$ cat config.mk
export PLATFORM = sky130hd
export DESIGN_NAME = dnn_stream_dma
export DESIGN_NICKNAME = d
export VERILOG_FILES = /design/src/rtl/dnn_stream_dma.sv
export SDC_FILE = /design/constraint.sdc
export NUM_CORES = 1
export LEC_CHECK = 0
export CORE_MARGIN = 2
export CORE_UTILIZATION = 52
export CTS_BUF_LIST = sky130_fd_sc_hd__clkbuf_8
export CTS_CLUSTER_SIZE = 30
export DETAILED_ROUTE_END_ITERATION = 8
export PLACE_DENSITY = 0.83
export SLEW_MARGIN = 0
export SYNTH_ARGS = -nofsm -noshare
export SYNTH_HDL_FRONTEND = slang
export SYNTH_SLANG_ARGS = --single-unit
export TNS_END_PERCENT = 5
$ cat constraint.sdc
create_clock -name clk -period 3.5 [get_ports clk]
set_input_delay 0.875 -clock clk [delete_from_list [all_inputs] [get_ports clk]]
set_output_delay 0.875 -clock clk [all_outputs]
set_load 0.01 [all_outputs]
$ cat src/rtl/dnn_stream_dma.sv
// Host-side stream DMA: TX streams a scratch-memory block out on src, RX writes the dst stream
// back to scratch memory. The two channels are fully independent.
module dnn_stream_dma #(
  parameter int unsigned AW = 12,
  parameter int unsigned DW = 32,
  parameter int unsigned LW = 12
) (
  input  logic          clk,
  input  logic          rst,
  input  logic          tx_start,
  input  logic [AW-1:0] tx_base,
  input  logic [LW-1:0] tx_len,
  output logic          tx_busy,
  output logic          tx_done,
  output logic          mr_en,
  output logic [AW-1:0] mr_addr,
  input  logic [DW-1:0] mr_data,
  output logic          src_valid,
  output logic [DW-1:0] src_data,
  output logic          src_last,
  input  logic          src_ready,
  input  logic          rx_start,
  input  logic [AW-1:0] rx_base,
  input  logic [LW-1:0] rx_len,
  output logic          rx_busy,
  output logic          rx_done,
  output logic          rx_err,
  output logic          mw_en,
  output logic [AW-1:0] mw_addr,
  output logic [DW-1:0] mw_data,
  input  logic          dst_valid,
  input  logic [DW-1:0] dst_data,
  input  logic          dst_last,
  output logic          dst_ready
);

  typedef enum logic {TxIdle, TxRun} tx_state_e;
  typedef enum logic {RxIdle, RxRun} rx_state_e;

  tx_state_e       tx_state_q, tx_state_d;
  logic [AW-1:0]   tx_base_q, tx_base_d;
  logic [LW-1:0]   tx_len_q, tx_len_d;
  logic [LW-1:0]   tx_issued_q, tx_issued_d;
  logic [LW-1:0]   tx_sent_q, tx_sent_d;
  logic            tx_done_q, tx_done_d;
  logic            rd_pend_q;
  logic [DW-1:0]   fifo_mem_q [2];
  logic            fifo_wptr_q, fifo_rptr_q;
  logic [1:0]      fifo_cnt_q;
  logic            tx_pop;
  logic [1:0]      tx_occ;

  rx_state_e       rx_state_q, rx_state_d;
  logic [AW-1:0]   rx_base_q, rx_base_d;
  logic [LW-1:0]   rx_len_q, rx_len_d;
  logic [LW-1:0]   rx_cnt_q, rx_cnt_d;
  logic            rx_err_q, rx_err_d;
  logic            rx_done_q, rx_done_d;
  logic            rx_hs;
  logic            rx_final_idx;

  // ---------------- TX channel ----------------
  assign src_valid = (fifo_cnt_q != 2'd0);
  assign src_data  = fifo_mem_q[fifo_rptr_q];
  assign src_last  = src_valid && (tx_sent_q == tx_len_q - LW'(1));
  assign tx_pop    = src_valid & src_ready;
  // In-flight plus buffered words after this cycle's pop; keeps the FIFO from overflowing
  // while still allowing one beat per cycle under full throughput.
  assign tx_occ    = fifo_cnt_q + {1'b0, rd_pend_q} - {1'b0, tx_pop};
  assign mr_en     = (tx_state_q == TxRun) && (tx_issued_q < tx_len_q) && (tx_occ < 2'd2);
  assign mr_addr   = mr_en ? (tx_base_q + AW'(tx_issued_q)) : '0;
  assign tx_busy   = (tx_state_q == TxRun);
  assign tx_done   = tx_done_q;

  always_comb begin
    tx_state_d  = tx_state_q;
    tx_base_d   = tx_base_q;
    tx_len_d    = tx_len_q;
    tx_issued_d = tx_issued_q;
    tx_sent_d   = tx_sent_q;
    tx_done_d   = 1'b0;
    unique case (tx_state_q)
      TxIdle: begin
        if (tx_start) begin
          if (tx_len != '0) begin
            tx_base_d   = tx_base;
            tx_len_d    = tx_len;
            tx_issued_d = '0;
            tx_sent_d   = '0;
            tx_state_d  = TxRun;
          end else begin
            tx_done_d = 1'b1;
          end
        end
      end
      TxRun: begin
        if (mr_en) tx_issued_d = tx_issued_q + LW'(1);
        if (tx_pop) begin
          tx_sent_d = tx_sent_q + LW'(1);
          if (src_last) begin
            tx_state_d = TxIdle;
            tx_done_d  = 1'b1;
          end
        end
      end
    endcase
  end

  always_ff @(posedge clk) begin
    if (rst) begin
      tx_state_q    <= TxIdle;
      tx_base_q     <= '0;
      tx_len_q      <= '0;
      tx_issued_q   <= '0;
      tx_sent_q     <= '0;
      tx_done_q     <= 1'b0;
      rd_pend_q     <= 1'b0;
      fifo_mem_q[0] <= '0;
      fifo_mem_q[1] <= '0;
      fifo_wptr_q   <= 1'b0;
      fifo_rptr_q   <= 1'b0;
      fifo_cnt_q    <= 2'd0;
    end else begin
      tx_state_q  <= tx_state_d;
      tx_base_q   <= tx_base_d;
      tx_len_q    <= tx_len_d;
      tx_issued_q <= tx_issued_d;
      tx_sent_q   <= tx_sent_d;
      tx_done_q   <= tx_done_d;
      // Read data lands one cycle after mr_en; a read pending across reset is dropped.
      rd_pend_q   <= mr_en;
      if (rd_pend_q) begin
        fifo_mem_q[fifo_wptr_q] <= mr_data;
        fifo_wptr_q             <= ~fifo_wptr_q;
      end
      if (tx_pop) fifo_rptr_q <= ~fifo_rptr_q;
      fifo_cnt_q <= fifo_cnt_q + {1'b0, rd_pend_q} - {1'b0, tx_pop};
    end
  end

  // ---------------- RX channel ----------------
  assign dst_ready    = (rx_state_q == RxRun);
  assign rx_hs        = dst_valid & dst_ready;
  assign rx_final_idx = (rx_cnt_q == rx_len_q - LW'(1));
  assign mw_en        = rx_hs;
  assign mw_addr      = rx_hs ? (rx_base_q + AW'(rx_cnt_q)) : '0;
  assign mw_data      = rx_hs ? dst_data : '0;
  assign rx_busy      = (rx_state_q == RxRun);
  assign rx_done      = rx_done_q;
  assign rx_err       = rx_err_q;

  always_comb begin
    rx_state_d = rx_state_q;
    rx_base_d  = rx_base_q;
    rx_len_d   = rx_len_q;
    rx_cnt_d   = rx_cnt_q;
    rx_err_d   = rx_err_q;
    rx_done_d  = 1'b0;
    unique case (rx_state_q)
      RxIdle: begin
        if (rx_start) begin
          rx_base_d = rx_base;
          rx_len_d  = rx_len;
          rx_cnt_d  = '0;
          rx_err_d  = 1'b0;
          if (rx_len != '0) rx_state_d = RxRun;
          else              rx_done_d  = 1'b1;
        end
      end
      RxRun: begin
        if (rx_hs) begin
          rx_cnt_d = rx_cnt_q + LW'(1);
          // Either an early last or a missing last on the final beat is a framing error.
          if (dst_last != rx_final_idx) rx_err_d = 1'b1;
          if (dst_last || rx_final_idx) begin
            rx_state_d = RxIdle;
            rx_done_d  = 1'b1;
          end
        end
      end
    endcase
  end

  always_ff @(posedge clk) begin
    if (rst) begin
      rx_state_q <= RxIdle;
      rx_base_q  <= '0;
      rx_len_q   <= '0;
      rx_cnt_q   <= '0;
      rx_err_q   <= 1'b0;
      rx_done_q  <= 1'b0;
    end else begin
      rx_state_q <= rx_state_d;
      rx_base_q  <= rx_base_d;
      rx_len_q   <= rx_len_d;
      rx_cnt_q   <= rx_cnt_d;
      rx_err_q   <= rx_err_d;
      rx_done_q  <= rx_done_d;
    end
  end

endmodule

==> metrics.yaml, run 1 <==
status: "finished, violations left"
violated_checks: "negative setup slack"
synthCells: 949
io-pin-count: 217
finalWorstSetupSlack_ns: -0.09895
via_count: 7890
first_pass_grt_wire_length_um: 37410
worst_hold_path.num_cells: 2
die_area_mm2: 0.01812
drt_drc_violations_left: 0
syn_area_per_cell_um2: 9.348
fin_cells: 1442
fmax_mhz: 277.9
timing.final.crit_period_ns: 3.599
postSynth.asyncResetShare_pct: 0
post-dp-hpwl_um: 16870
hold_viol: 0
number_of_global_route_vias_before_repair: 7657
timing.max_slew.rel_slack_pct: 46.26
final_max_slew_viol_count: 0
critical_path_arrival_ns: 2.72
power.static_leakage_nw: 5.049
rr_worst_depth: 10
die-height_um: 134.6
antenna_found_initial: 0
cts_hold_buffers: 0
max_cap_violations: 0
post_drt_wl_per_cell_um: 16.31
cts.htree.levels: 4
worstSetupPathType: "flip-flop to output port"
timing.critical_path.fanout_max: 3
cts_inserted_buffers: 17
post_synth_instance_area_mm2: 0.008871
worst-endpoint-required_ns: 2.62
mostFrequentLayoutCells: "194 x sky130_fd_sc_hd__clkdlybuf4s50_1, 103 x sky130_fd_sc_hd__nor2_1, 89 x sky130_fd_sc_hd__dfxtp_1"
port_buffers: 216
p_per_area_mw_per_mm2: 390.0
tritoncts: "yes"
drt_first_pass_iters: 5
detail_route.wirelength_um: 23520
placementRows: 47
synth-seq-cells: 159
grt_start_max_net_pins: 40
synth-seq-area-share_pct: 43.10
ctsRootBufferMaster: "sky130_fd_sc_hd__clkbuf_8"
initial_standard_cell_utilization_of_the_core_pct: 53.30
clock-sinks: 159
rsz0062_at_grt: "yes"
min_period_over_period_pct: 102.8
ant_nets: 0
mostFrequentLayoutCell: "sky130_fd_sc_hd__clkdlybuf4s50_1"
grt_overflow: 0
layout-area-overhead-vs-synth_pct: 38.43
critPathCaptureType: "output port"
ir_drop_mv: 0.2393
ys.warnings.count: 0
totalPowerFinal_mw: 4.789
max_slew.worst_pin.slew_ns: 0.8061
ys_types: 69
critPathLaunchType: "flip-flop"
core-area_mm2: 0.01664
diodes: 0
fin_worst_skew_ns: 0.01905
final_nets: 1371
placed_cells_incl_taps: 1407
groute.usage.overall_pct: 25.71
net_count_after_synthesis: 1111
fraction_of_final_layout_cells_sized_beyond_drive_strength_1_pct: 17.51
initial_drt_markers: 478
most_instantiated_flip_flop_cell_in_the_synthesis_netlist: "sky130_fd_sc_hd__dfxtp_1"
timing.hold.worst.class: "flip-flop to flip-flop"
worst_skew_pair.late_latency_ns: 0.46
number_of_synthesized_flops_with_an_enable_pin: 64
clk_pin_slew_ns: 0.10
ctsLongestPathBuffers: 2
timing.final.setup_violations: 6
rd_place_congestion: 0.8563
drt-vias-per-instance: 5.472
die-width_um: 134.6
-- routing by layer --
metal | share of wire, % | up-vias | wire length [um] | global-route usage [%]
met5 | 0 | - | 0 | 0
met4 | 1.6 | 0 | 382 | 7.544
met3 | 5.1 | 35 | 1188 | 4.842
met2 | 49 | 237 | 11470 | 43.06
met1 | 45 | 3761 | 10490 | 34.07
li1 | - | 3857 | - | -
-- worst max-delay path, stage by stage (launching register included) --
cell and delay, ns:
sky130_fd_sc_hd__dfxtp_1 0.34, sky130_fd_sc_hd__inv_1 0.09, sky130_fd_sc_hd__ha_1 0.35, sky130_fd_sc_hd__o21ai_0 0.27, sky130_fd_sc_hd__o21ai_1 0.12, sky130_fd_sc_hd__a21oi_2 0.17, sky130_fd_sc_hd__o21bai_1 0.08, sky130_fd_sc_hd__a21o_1 0.25
sky130_fd_sc_hd__a2111oi_2 0.24, sky130_fd_sc_hd__o21a_1 0.21, sky130_fd_sc_hd__buf_2 0.15
-- layout make-up --
class,instances,area [um2]
inverters,33,126.4
clock inverters,15,168.9
flip-flops and latches,159,3831
multi-input cells,708,4957
repair buffers,290,2688
well taps,220,275.3
clock buffers,17,234.0
fillers,1234,4362
-- what timing repair did --
item | in CTS | in global routing
cloned | 1 | 0
buffers inserted | 2 | 0
pin swaps | 9 | 13
gates resized for setup | 83 | 40
endpoints found under the setup margin | 20 | 20
-- power breakdown --
group | internal, mW | leakage [nW] | total, mW | switching (mW)
combinational | 0.709 | 3.41 | 1.28 | 0.572
sequential | 2.05 | 1.44 | 2.11 | 0.0617
clock | 0.701 | 0.195 | 1.40 | 0.697
total | 3.46 | 5.05 | 4.79 | 1.33
-- sequential cells by signal, indices dropped and copies added (netlist names), 2 cells and up, named ones only --
register     cells
tx_sent_q       12
tx_len_q        12
rx_cnt_q        12
rx_len_q        12
tx_base_q       12
rx_base_q       12
fifo_cnt_q       2
tx_issued_q     12
fifo_mem_q      64
-- final timing paths --
| path | from | end | slack (ns) |
|---|---|---|---|
| setup / recovery | tx_len_q[6]$_SDFFE_PP0P_ | mr_addr[10] | -0.1 |
| hold / removal | rx_base_q[10]$_SDFFE_PP0P_ | rx_base_q[10]$_SDFFE_PP0P_ | 0.46 |
| setup reg to reg | rx_len_q[2]$_SDFFE_PP0P_ | rx_err$_SDFFE_PP0P_ | 0.50 |
| hold reg to reg | rx_base_q[10]$_SDFFE_PP0P_ | rx_base_q[10]$_SDFFE_PP0P_ | 0.46 |
-- logic make-up after synthesis --
group / Yosys count / synth area share [%]
AND/OR/NAND/NOR: 393 / 22.61
flip-flops: 159 / 43.10
AO/OA/AOI/OAI: 147 / 10.66
buffers and inverters: 82 / 3.540
XOR/XNOR: 64 / 6.474
multiplexers: 61 / 7.377
adder cells (fa/ha/maj): 43 / 6.234
-- through the flow --
stage	util (%)	hold slack [ns]	area [um2]	TNS, ns	setup WS, ns
floorplan	-	0.4406	8871	0	0.07725
global placement	70.24	0.4504	11690	-8.481	-0.8939
detailed placement	70.24	0.4559	11690	-8.808	-0.9488
CTS	73.03	0.4669	12150	-0.7694	-0.1628
global route	73.79	0.4926	12280	-0.9238	-0.1687
finish	73.79	0.4646	12280	-0.3134	-0.09895
-- cell usage after synthesis, types with 4 or more instances --
master | n | area share, %
sky130_fd_sc_hd__a21oi_1 | 58 | 3.3
sky130_fd_sc_hd__mux2i_1 | 26 | 2.9
sky130_fd_sc_hd__nand2b_1 | 4 | 0.28
sky130_fd_sc_hd__and3_1 | 42 | 3.0
sky130_fd_sc_hd__a21o_1 | 6 | 0.51
sky130_fd_sc_hd__or3_1 | 5 | 0.35
sky130_fd_sc_hd__a31oi_1 | 5 | 0.35
sky130_fd_sc_hd__or4_1 | 4 | 0.34
sky130_fd_sc_hd__nand4_1 | 12 | 0.85
sky130_fd_sc_hd__xnor2_1 | 37 | 3.7
sky130_fd_sc_hd__or2_2 | 5 | 0.35
sky130_fd_sc_hd__xor2_1 | 26 | 2.6
sky130_fd_sc_hd__a211oi_1 | 12 | 1.0
sky130_fd_sc_hd__mux2_2 | 35 | 4.4
sky130_fd_sc_hd__nor4_1 | 9 | 0.63
sky130_fd_sc_hd__and2_1 | 69 | 4.9
sky130_fd_sc_hd__o21a_1 | 8 | 0.68
sky130_fd_sc_hd__inv_1 | 32 | 1.4
sky130_fd_sc_hd__clkbuf_1 | 41 | 1.7
sky130_fd_sc_hd__nand2_1 | 77 | 3.3
sky130_fd_sc_hd__nor3_1 | 12 | 0.68
sky130_fd_sc_hd__ha_1 | 41 | 5.8
sky130_fd_sc_hd__o21ai_0 | 21 | 1.2
sky130_fd_sc_hd__nor3b_1 | 5 | 0.42
sky130_fd_sc_hd__o211a_1 | 5 | 0.56
sky130_fd_sc_hd__dfxtp_1 | 95 | 21
sky130_fd_sc_hd__edfxtp_1 | 64 | 22
sky130_fd_sc_hd__nor2_1 | 103 | 4.4
sky130_fd_sc_hd__buf_1 | 5 | 0.21
sky130_fd_sc_hd__nor2b_1 | 8 | 0.56
sky130_fd_sc_hd__nand3_1 | 24 | 1.4
(Power assumes the default switching activity.)
==> run 2: changes to the inputs <==
--- a/config.mk
+++ b/config.mk
@@ -6,11 +6,11 @@
 export NUM_CORES = 1
 export LEC_CHECK = 0
 export CORE_MARGIN = 2
-export CORE_UTILIZATION = 52
+export CORE_UTILIZATION = 55
 export CTS_BUF_LIST = sky130_fd_sc_hd__clkbuf_8
 export CTS_CLUSTER_SIZE = 30
 export DETAILED_ROUTE_END_ITERATION = 8
-export PLACE_DENSITY = 0.83
+export PLACE_DENSITY = 0.88
 export SLEW_MARGIN = 0
 export SYNTH_ARGS = -nofsm -noshare
 export SYNTH_HDL_FRONTEND = slang
==> constraint.sdc (replaced) <==
create_clock -name clk -period 4.15 [get_ports clk]
set_input_delay 1.0375 -clock clk [delete_from_list [all_inputs] [get_ports clk]]
set_output_delay 1.0375 -clock clk [all_outputs]
set_load 0.01 [all_outputs]
==> run 2 against run 1 <==
  * The run now ends clean
  * Sequential share of layout area increased by 1.3 points
  * Clock power down 10%
  * Sequential power is 15% lower
  * Register-to-register slack improved by 0.62 ns
  * Worst setup slack improved by 0.15 ns
  * Clock skew about the same
  * Critical path type is now input port to output port
==> metrics.yaml, run 2 (synthesized netlist as in run 1, its figures left out) <==
post_drt_wl_per_cell_um: 16.18
timing.hold.worst.class: "flip-flop to flip-flop"
initial_standard_cell_utilization_of_the_core_pct: 56.05
ctsRootBufferMaster: "sky130_fd_sc_hd__clkbuf_8"
p_per_area_mw_per_mm2: 344.1
antenna_found_initial: 0
timing.critical_path.fanout_max: 13
ant_nets: 0
cts.htree.levels: 4
die-width_um: 131
groute.usage.overall_pct: 25.78
maximum_cell_stage_delay_along_the_critical_path_ns: 0.29
final_max_slew_viol_count: 0
slowest_stage: "sky130_fd_sc_hd__dlygate4sd2_1"
crit_buf_inv: 4
fraction_of_final_layout_cells_sized_beyond_drive_strength_1_pct: 10.34
io-pin-count: 217
largest_reg_flops: 64
rd_place_congestion: 0.8665
number_of_global_route_vias_before_repair: 7162
initial_drt_markers: 510
status: "complete, no violations"
power.static_leakage_nw: 4.854
port_buffers: 216
worst_hold_path.num_cells: 2
grt_start_max_net_pins: 52
holdWs_ns: 0.4726
die-height_um: 131
final.setup.tns_ns: 0
post-dp-hpwl_um: 16080
min_period_over_period_pct: 98.83
critical_path.cell_chain: "dlygate4sd2_1 -> o21a_1 -> ha_1 -> inv_1 -> ha_2 -> xnor3_1 -> nand3b_1 -> a21o_1 -> buf_6 -> nor3b_1 -> dlygate4sd2_1"
drt_first_pass_iters: 6
mostFrequentLayoutCells: "196 x sky130_fd_sc_hd__clkdlybuf4s50_1, 103 x sky130_fd_sc_hd__nor2_1, 92 x sky130_fd_sc_hd__dfxtp_1"
drt-vias-per-instance: 5.523
timing.final.setup_violations: 0
r2r-start: "rx_len_q[2]$_SDFFE_PP0P_"
critical_path_arrival_ns: 3.06
timing.max_slew.rel_slack_pct: 29.62
final_nets: 1319
clock-sinks: 159
critPathCaptureType: "output port"
fin_worst_skew_ns: 0.01867
timing.final.crit_period_ns: 4.102
worst-endpoint-required_ns: 3.11
max_slew.worst_pin.slew_ns: 1.055
worstSetupPathType: "input port to output port"
detail_route.wirelength_um: 22420
cts_inserted_buffers: 17
first_pass_grt_wire_length_um: 34940
diodes: 0
grt_overflow: 0
fmax_mhz: 243.8
die_area_mm2: 0.01716
via_count: 7655
largest-register: "fifo_mem_q"
dpl-instance-area_mm2: 0.01129
placementRows: 46
critPathMostFrequentCell: "sky130_fd_sc_hd__dlygate4sd2_1"
critPathLaunchType: "input port"
worst_skew_pair.late_latency_ns: 0.45
worstReg2RegEnd: "rx_err$_SDFFE_PP0P_"
ctsLongestPathBuffers: 2
rr_worst_depth: 10
ir_drop_mv: 0.2117
fill_cells: 1098
rsz0062_at_grt: "yes"
end_of_the_worst_hold_path: "rx_base_q[9]$_SDFFE_PP0P_"
worst_hold_startpoint: "rx_base_q[9]$_SDFFE_PP0P_"
r2r_setup_slack_ns: 1.12
tritoncts: "yes"
crit_family: "buffers and inverters"
clk_pin_slew_ns: 0.08
mostFrequentLayoutCell: "sky130_fd_sc_hd__clkdlybuf4s50_1"
core-area_mm2: 0.01583
layout-area-overhead-vs-synth_pct: 32.95
finished_cell_area_mm2: 0.01179
hold_viol: 0
max_cap_violations: 0
drt_drc_violations_left: 0
[run 2: cell types whose count changed in the layout (fill, tap and decap cells not counted), sizes merged]
cell           previous run  this run
buf                      87        25
clkinvlp                  5         1
clkdlybuf4s50           194       196
clkdlybuf4s15             3         0
bufinv                    3         4
dlymetal6s2s              1         3
clkbuf                   18        20
dlygate4sd2               4        12
clkinv                    3         5
[run 2: timing repair]
action,CTS,global route
pin swaps,1,1
setup buffers,2,0
gates resized for setup,29,18
setup endpoints to repair,18,10
endpoints found under the hold margin,0,0
hold buffers,0,0
[run 2: metrics by stage]
stage	util (%)	power (mW)	setup slack, ns	cells
finish	74.51	4.058	0.04848	1386
global route	74.51	4.236	-0.04264	1386
CTS	74.29	4.067	-0.1304	1386
detailed placement	71.34	2.813	-0.6002	1352
global placement	71.34	2.789	-0.5474	1352
floorplan	-	2.351	0.4022	949
[run 2: layout make-up]
type                            instances  area, um2  area share [%]
Multi-Input combinational cell        708       4820           40.87
Sequential cell                       159       3830           32.47
Timing Repair Buffer                  238       2311           19.59
Tap cell                              216      270.3           2.292
Clock buffer                           18      247.7           2.101
Clock inverter                         14      191.4           1.623
Inverter                               33      123.9           1.050
[run 2: worst register-to-register path, delay by kind of cell, from the launching register on]
kind	cells	cell delay, ns
AOI/OAI and AO/OA	1	0.17
and+or+nand+nor	7	1.97
adders and majority gates	1	0.30
xor gates and xnor gates	1	0.12
DFF	1	0.34
[run 2: report_power, final]
part           internal [mW]  leakage (nW)  switching, mW
clock network          0.673         0.228          0.590
registers               1.73          1.44         0.0626
logic                  0.554          3.19          0.452
[run 2: how the worst max path moves through the flow]
stage	cells after the start	start	end
after floorplan	9	src_ready	mr_addr[10]
final	11	src_ready	mr_addr[9]
after global placement	11	src_ready	mr_addr[10]
after detailed placement	11	src_ready	mr_addr[10]
after global routing	11	src_ready	mr_addr[9]
after CTS	9	rx_cnt_q[1]$_SDFFE_PP0P_	mw_addr[11]
[run 2: metal layers]
metal  global-route usage [%]  part of all wire [%]  vias to the layer above
met5                        0                     0                        -
met4                    7.196                   1.4                        0
met3                    4.967                   6.3                       34
met2                    43.68                    48                      234
met1                    33.77                    44                     3625
li1                         -                     -                     3762
